### config.mk
export PLATFORM = sky130hd
export DESIGN_NAME = nacc_sequencer_flat
export DESIGN_NICKNAME = d
export VERILOG_FILES = /design/src/rtl/nacc_sequencer_if.sv /design/src/rtl/nacc_sequencer.sv /design/src/flat_wrapper.sv
export SDC_FILE = /design/constraint.sdc
export NUM_CORES = 1
export LEC_CHECK = 0
export BUFFER_PORTS_ARGS = -buffer_cell sky130_fd_sc_hd__buf_2
export CORE_AREA = 2 2 39 41
export CTS_BUF_LIST = sky130_fd_sc_hd__clkbuf_2 sky130_fd_sc_hd__clkbuf_4 sky130_fd_sc_hd__clkbuf_8
export CTS_CLUSTER_SIZE = 25
export DETAILED_ROUTE_END_ITERATION = 16
export DIE_AREA = 0 0 41 43
export PLACE_DENSITY = 0.71
export SLEW_MARGIN = 20
export SYNTH_ARGS = -nofsm -noshare
export SYNTH_HDL_FRONTEND = slang
export SYNTH_SLANG_ARGS = --single-unit
### constraint.sdc
create_clock -name clk -period 1.6 [get_ports clk]
set_input_delay 0.32 -clock clk [delete_from_list [all_inputs] [get_ports clk]]
set_output_delay 0.32 -clock clk [all_outputs]
set_load 0.05 [all_outputs]
### src/rtl/nacc_sequencer_if.sv
// NACC sequencer bus: instruction/operand inputs from ID/EX, control outputs.
// master = EX/pipeline side, slave = sequencer.
interface nacc_sequencer_if;
  logic        nacc_valid;
  logic [1:0]  vl;
  logic [15:0] spike_mask;
  logic        flush;
  logic        stall;
  logic        busy;
  logic [3:0]  lane_idx;
  logic        acc_en;
  logic        acc_clr;
  logic        done;
  logic        empty;

  modport master (
    output nacc_valid, vl, spike_mask, flush,
    input  stall, busy, lane_idx,
    input  acc_en, acc_clr, done, empty
  );

  modport slave (
    input  nacc_valid, vl, spike_mask, flush,
    output stall, busy, lane_idx,
    output acc_en, acc_clr, done, empty
  );
endinterface

### src/rtl/nacc_sequencer.sv
// NACC multi-cycle sequencer: steps 32-bit WVR lanes into the accumulator.
// Ports: clk, reset (sync, active-high), bus (nacc_sequencer_if.slave).
// Option: NACC_SKIP_EN skips lanes whose spike_mask bit is 0.
module nacc_sequencer (
  input logic              clk,
  input logic              reset,
  nacc_sequencer_if.slave  bus
);

  typedef enum logic [1:0] {
    S_IDLE,
    S_RUN,
    S_DONE
  } state_e;

  state_e      state_q, state_d;
  logic [3:0]  lane_q, lane_d;
  logic [1:0]  vl_q, vl_d;
  logic        first_q, first_d;
  logic        live;
  logic        start;

`ifdef NACC_SKIP_EN
  logic [15:0] mask_q, mask_d;
  logic        empty_q, empty_d;
  logic [4:0]  nxt;

  // {found, idx}: lowest set mask bit at or above lo within the active lanes
  function automatic logic [4:0] find_next(
    input logic [15:0] m,
    input logic [1:0]  v,
    input logic [4:0]  lo
  );
    logic [4:0] r;
    int         lim;
    r   = '0;
    lim = 4 * (int'(v) + 1);
    for (int i = 15; i >= 0; i--) begin
      if (i >= int'(lo) && i < lim && m[i]) begin
        r = {1'b1, 4'(i)};
      end
    end
    return r;
  endfunction
`endif

  always_ff @(posedge clk) begin
    if (reset) begin
      state_q <= S_IDLE;
      lane_q  <= '0;
      vl_q    <= '0;
      first_q <= 1'b0;
`ifdef NACC_SKIP_EN
      mask_q  <= '0;
      empty_q <= 1'b0;
`endif
    end else begin
      state_q <= state_d;
      lane_q  <= lane_d;
      vl_q    <= vl_d;
      first_q <= first_d;
`ifdef NACC_SKIP_EN
      mask_q  <= mask_d;
      empty_q <= empty_d;
`endif
    end
  end

  always_comb begin
    state_d      = state_q;
    lane_d       = lane_q;
    vl_d         = vl_q;
    first_d      = first_q;
`ifdef NACC_SKIP_EN
    mask_d       = mask_q;
    empty_d      = empty_q;
    nxt          = '0;
`endif
    bus.stall    = 1'b0;
    bus.busy     = 1'b0;
    bus.lane_idx = '0;
    bus.acc_en   = 1'b0;
    bus.acc_clr  = 1'b0;
    bus.done     = 1'b0;
    bus.empty    = 1'b0;

    // Reset and flush both squash every control strobe this cycle.
    live  = ~bus.flush & ~reset;
    start = bus.nacc_valid & ~bus.flush;

    bus.busy = (state_q != S_IDLE) & ~reset;

    unique case (state_q)
      S_IDLE: begin
        bus.stall = bus.nacc_valid & live;
        if (start) begin
          vl_d    = bus.vl;
          first_d = 1'b1;
`ifdef NACC_SKIP_EN
          mask_d  = bus.spike_mask;
          nxt     = find_next(bus.spike_mask, bus.vl, 5'd0);
          lane_d  = nxt[3:0];
          empty_d = ~nxt[4];
          state_d = nxt[4] ? S_RUN : S_DONE;
`else
          lane_d  = '0;
          state_d = S_RUN;
`endif
        end
      end
      S_RUN: begin
        bus.stall    = live;
        bus.acc_en   = live;
        bus.acc_clr  = first_q & live;
        bus.lane_idx = reset ? 4'd0 : lane_q;
        first_d      = 1'b0;
`ifdef NACC_SKIP_EN
        nxt = find_next(mask_q, vl_q, {1'b0, lane_q} + 5'd1);
        if (nxt[4]) lane_d = nxt[3:0];
        else        state_d = S_DONE;
`else
        // Last active lane is 4*(vl+1)-1 == {vl, 2'b11}.
        if (lane_q == {vl_q, 2'b11}) state_d = S_DONE;
        else                         lane_d  = lane_q + 4'd1;
`endif
      end
      S_DONE: begin
        bus.done = live;
`ifdef NACC_SKIP_EN
        bus.empty = empty_q & live;
`endif
        state_d = S_IDLE;
      end
      default: state_d = S_IDLE;
    endcase

    if (bus.flush) state_d = S_IDLE;
  end

endmodule
### src/flat_wrapper.sv
// flat-port wrapper written by rule: the top's interface ports become plain ports
module nacc_sequencer_flat 
  (clk, reset, bus_nacc_valid, bus_vl, bus_spike_mask, bus_flush, bus_stall, bus_busy, bus_lane_idx, bus_acc_en, bus_acc_clr, bus_done, bus_empty);
  nacc_sequencer_if bus_i ();
  input logic clk;
  input logic reset;
  input wire logic [$bits(bus_i.nacc_valid)-1:0] bus_nacc_valid;
  input wire logic [$bits(bus_i.vl)-1:0] bus_vl;
  input wire logic [$bits(bus_i.spike_mask)-1:0] bus_spike_mask;
  input wire logic [$bits(bus_i.flush)-1:0] bus_flush;
  output wire logic [$bits(bus_i.stall)-1:0] bus_stall;
  output wire logic [$bits(bus_i.busy)-1:0] bus_busy;
  output wire logic [$bits(bus_i.lane_idx)-1:0] bus_lane_idx;
  output wire logic [$bits(bus_i.acc_en)-1:0] bus_acc_en;
  output wire logic [$bits(bus_i.acc_clr)-1:0] bus_acc_clr;
  output wire logic [$bits(bus_i.done)-1:0] bus_done;
  output wire logic [$bits(bus_i.empty)-1:0] bus_empty;
  assign bus_i.nacc_valid = bus_nacc_valid;
  assign bus_i.vl = bus_vl;
  assign bus_i.spike_mask = bus_spike_mask;
  assign bus_i.flush = bus_flush;
  assign bus_stall = bus_i.stall;
  assign bus_busy = bus_i.busy;
  assign bus_lane_idx = bus_i.lane_idx;
  assign bus_acc_en = bus_i.acc_en;
  assign bus_acc_clr = bus_i.acc_clr;
  assign bus_done = bus_i.done;
  assign bus_empty = bus_i.empty;
  nacc_sequencer u_core (.clk(clk), .reset(reset), .bus(bus_i));
endmodule
==> flow_metrics.py <==
metrics = {
    "layout": {
        "final_common_cell": "buf_2",
        "multiInputGateArea_sq_um": 315,
        "final_nets": 100,
        "fin_cells": 92,
        "diodes": 0,
        "areaGrowthSynthToFinish_pct": 36.2,
        "fillCellCount": 148,
        "seq_area_sq_um": 183,
        "drive_above_1_share": 0.382,
        "layout_common_cells": "9 x buf_2, 7 x dfxtp_1, 6 x nor2_1",
    },
    "timing": {
        "fmax_ghz": 0.644,
        "finalClockSkew_ns": 0.00451,
        "hold_viol_final": 0,
        "rsz0062_at_grt": "false",
        "min_period_over_period": 0.970,
        "setup_viol": 0,
        "drv_slew": 0,
        "tns_ns": 0,
        "min_period_ns": 1.55,
        "hold_slack_ns": 0.289,
    },
    "floorplan": {
        "initial_utilization": 0.353,
        "coreArea_sq_um": 1380,
        "core.rowCount": 14,
        "die_w_um": 41,
        "dieArea_sq_um": 1760,
        "ioPinCount": 32,
        "die_h_um": 43,
    },
    "run_status": {
        "status": "finished clean",
    },
    "global_routing": {
        "grt-ovfl-total": 0,
        "grt_pass1_vias": 400,
        "grt_max_degree": 13,
        "antenna_found_initial": 0,
        "grt_pass1_wl_um": 1610,
        "grt.total_usage": 0.134,
    },
    "critical_path": {
        "critPathKind": "flip-flop to primary output",
        "crit_path_start_kind": "flip-flop",
        "path_cells": "nand2b_4 -> buf_4 -> nor3_2 -> buf_6",
        "crit_slowest_cell": "dfxtp_2",
        "max_stage_delay_ns": 0.34,
        "cp-end-kind": "primary output",
        "r2r_cells": 4,
        "critPathArrivalTime_ns": 1.23,
        "crit_required_ns": 1.28,
        "crit_fanout": 6,
    },
    "place": {
        "dpl.cell_count": 88,
        "place.gp.congestion": 0.775,
        "io_buffers": 14,
    },
    "clocking": {
        "cts_made_buffers": 3,
        "cts.sinks": 9,
        "cts_setup_buffers": 0,
        "insertion_delay_ns": 0.26,
        "ctsRootBufferMaster": "clkbuf_4",
        "clockBufferDepth": 2,
        "cts_tree": "done",
        "clk_pin_slew_ns": 0.06,
        "holdBufCountCts": 0,
        "htree_levels": 1,
    },
    "logic_synthesis": {
        "ys_warn_count": 0,
        "yosysUniqueCellTypes": 30,
        "syn_inst": 59,
        "synth.avg_cell_area_sq_um": 8.27,
        "syn_nets": 82,
        "ys_seq_elements": 9,
        "syn_area_sq_um": 488,
        "yosysSeqAreaShare": 0.369,
    },
    "routing": {
        "ant_nets": 0,
        "vias": 493,
        "wire_per_inst_um": 11.6,
        "drtPass1Iterations": 4,
        "drc": 0,
        "drt-total-wl_um": 1070,
        "via_per_inst": 5.36,
        "first_iter_violations": 14,
    },
    "hold_path": {
        "hold-path-cell-count": 3,
        "hp-class": "input port to flip-flop",
    },
    "job": {
        "drv_cap": 0,
    },
    "power": {
        "power.leakage_nw": 0.266,
        "ir_worst_vdd_v": 0.000335,
        "power-per-cell-area_nw_per_um2": 746,
    },
}
## worst max-delay path: cells and delay by family (launching register included)
family                 cells  cell delay [ns]
buffers and inverters      2             0.34
and+or+nand+nor            2             0.29
DFF                        1             0.34
## repair_timing
item | CTS | global route
pin swaps | 0 | 0
resized for setup | 9 | 5
endpoints found under the setup margin | 5 | 5
## power breakdown
part           internal [W]  switching [W]  leakage (nW)  total [W]
registers          0.000231     0.00000531        0.0741   0.000236
clock network      0.000113      0.0000826        0.0184   0.000196
logic             0.0000239      0.0000402         0.173  0.0000641
## cells by family (layout without fill, tap and decap cells)
group	count (synthesis)	in the layout	share of synthesized area
buffers and inverters	4	21	0.0385
flip-flops	9	9	0.369
multiplexers	2	2	0.0410
other	1	1	0.00768
XOR/XNOR	2	2	0.0359
AND/OR/NAND/NOR	30	30	0.351
AO/OA/AOI/OAI	10	10	0.131
adder cells (fa/ha/maj)	1	1	0.0256
## state kept, by name (all words and copies together), names as in the netlist
name,cells
u_core.vl_q,2
u_core.first_q,1
u_core.lane_q,4
u_core.state_q,2
## final timing paths
| kind | startpoint | slack (ns) | to |
|---|---|---|---|
| min reg2reg | u_core.first_q$_SDFFE_PP0P_ | 0.45 | u_core.first_q$_SDFFE_PP0P_ |
| max reg2reg | u_core.lane_q[2]$_SDFFE_PP0P_ | 0.11 | u_core.lane_q[2]$_SDFFE_PP0P_ |
| max | u_core.state_q[1]$_SDFFE_PP0P_ | 0.05 | bus_lane_idx[2] |
| min | bus_vl[0] | 0.29 | u_core.vl_q[0]$_SDFFE_PP0P_ |
## synthesized netlist by cell type
cell / n / share of area
nand4b_1: 1 / 0.018
mux2i_1: 2 / 0.041
o211ai_1: 1 / 0.015
ha_1: 1 / 0.026
or2_1: 1 / 0.013
dfxtp_1: 9 / 0.37
or4b_1: 1 / 0.021
nor4b_1: 1 / 0.018
nand3_1: 5 / 0.051
o31ai_1: 1 / 0.015
nor2_1: 7 / 0.054
a31oi_1: 1 / 0.013
nand3b_1: 1 / 0.015
nand2_1: 1 / 0.0077
nand2b_1: 1 / 0.013
and2_1: 4 / 0.051
nor3_1: 3 / 0.031
clkbuf_1: 2 / 0.015
nor2b_1: 1 / 0.013
conb_1: 1 / 0.0077
xnor2_1: 2 / 0.036
buf_4: 1 / 0.015
nor3b_1: 1 / 0.015
a31o_2: 1 / 0.018
o21ai_0: 1 / 0.010
and2_4: 1 / 0.018
a311oi_1: 1 / 0.018
inv_1: 1 / 0.0077
a21oi_1: 4 / 0.041
or3_1: 1 / 0.013
## through the flow
step,setup WS [ns],utilization,power [W],instance area (sq um)
5_1_grt,0.0120,0.480,0.000516,664
6_report,0.0478,0.480,0.000496,664
3_5_place_dp,0.0954,0.429,0.000304,594
2_1_floorplan,-0.417,-,0.000286,504
4_1_cts,0.0306,0.469,0.000497,649
3_3_place_gp,0.117,0.429,0.000302,594
## final cells by class
type / instances / share of cell area
Sequential cell: 9 / 0.275
Clock buffer: 4 / 0.0452
Inverter: 1 / 0.00565
Timing Repair Buffer: 16 / 0.169
Multi-Input combinational cell: 46 / 0.475
Tap cell: 16 / 0.0301
## metal layers
layer / part of all wire / GRT usage / vias to the layer above / wire length, um
met4: 0 / 0.0600 / 0 / 0
met5: 0 / 0 / - / 0
li1: - / - / 244 / -
met2: 0.48 / 0.209 / 13 / 514
met3: 0.060 / 0.0471 / 0 / 64
met1: 0.46 / 0.157 / 236 / 491
(Power assumes the default switching activity.)
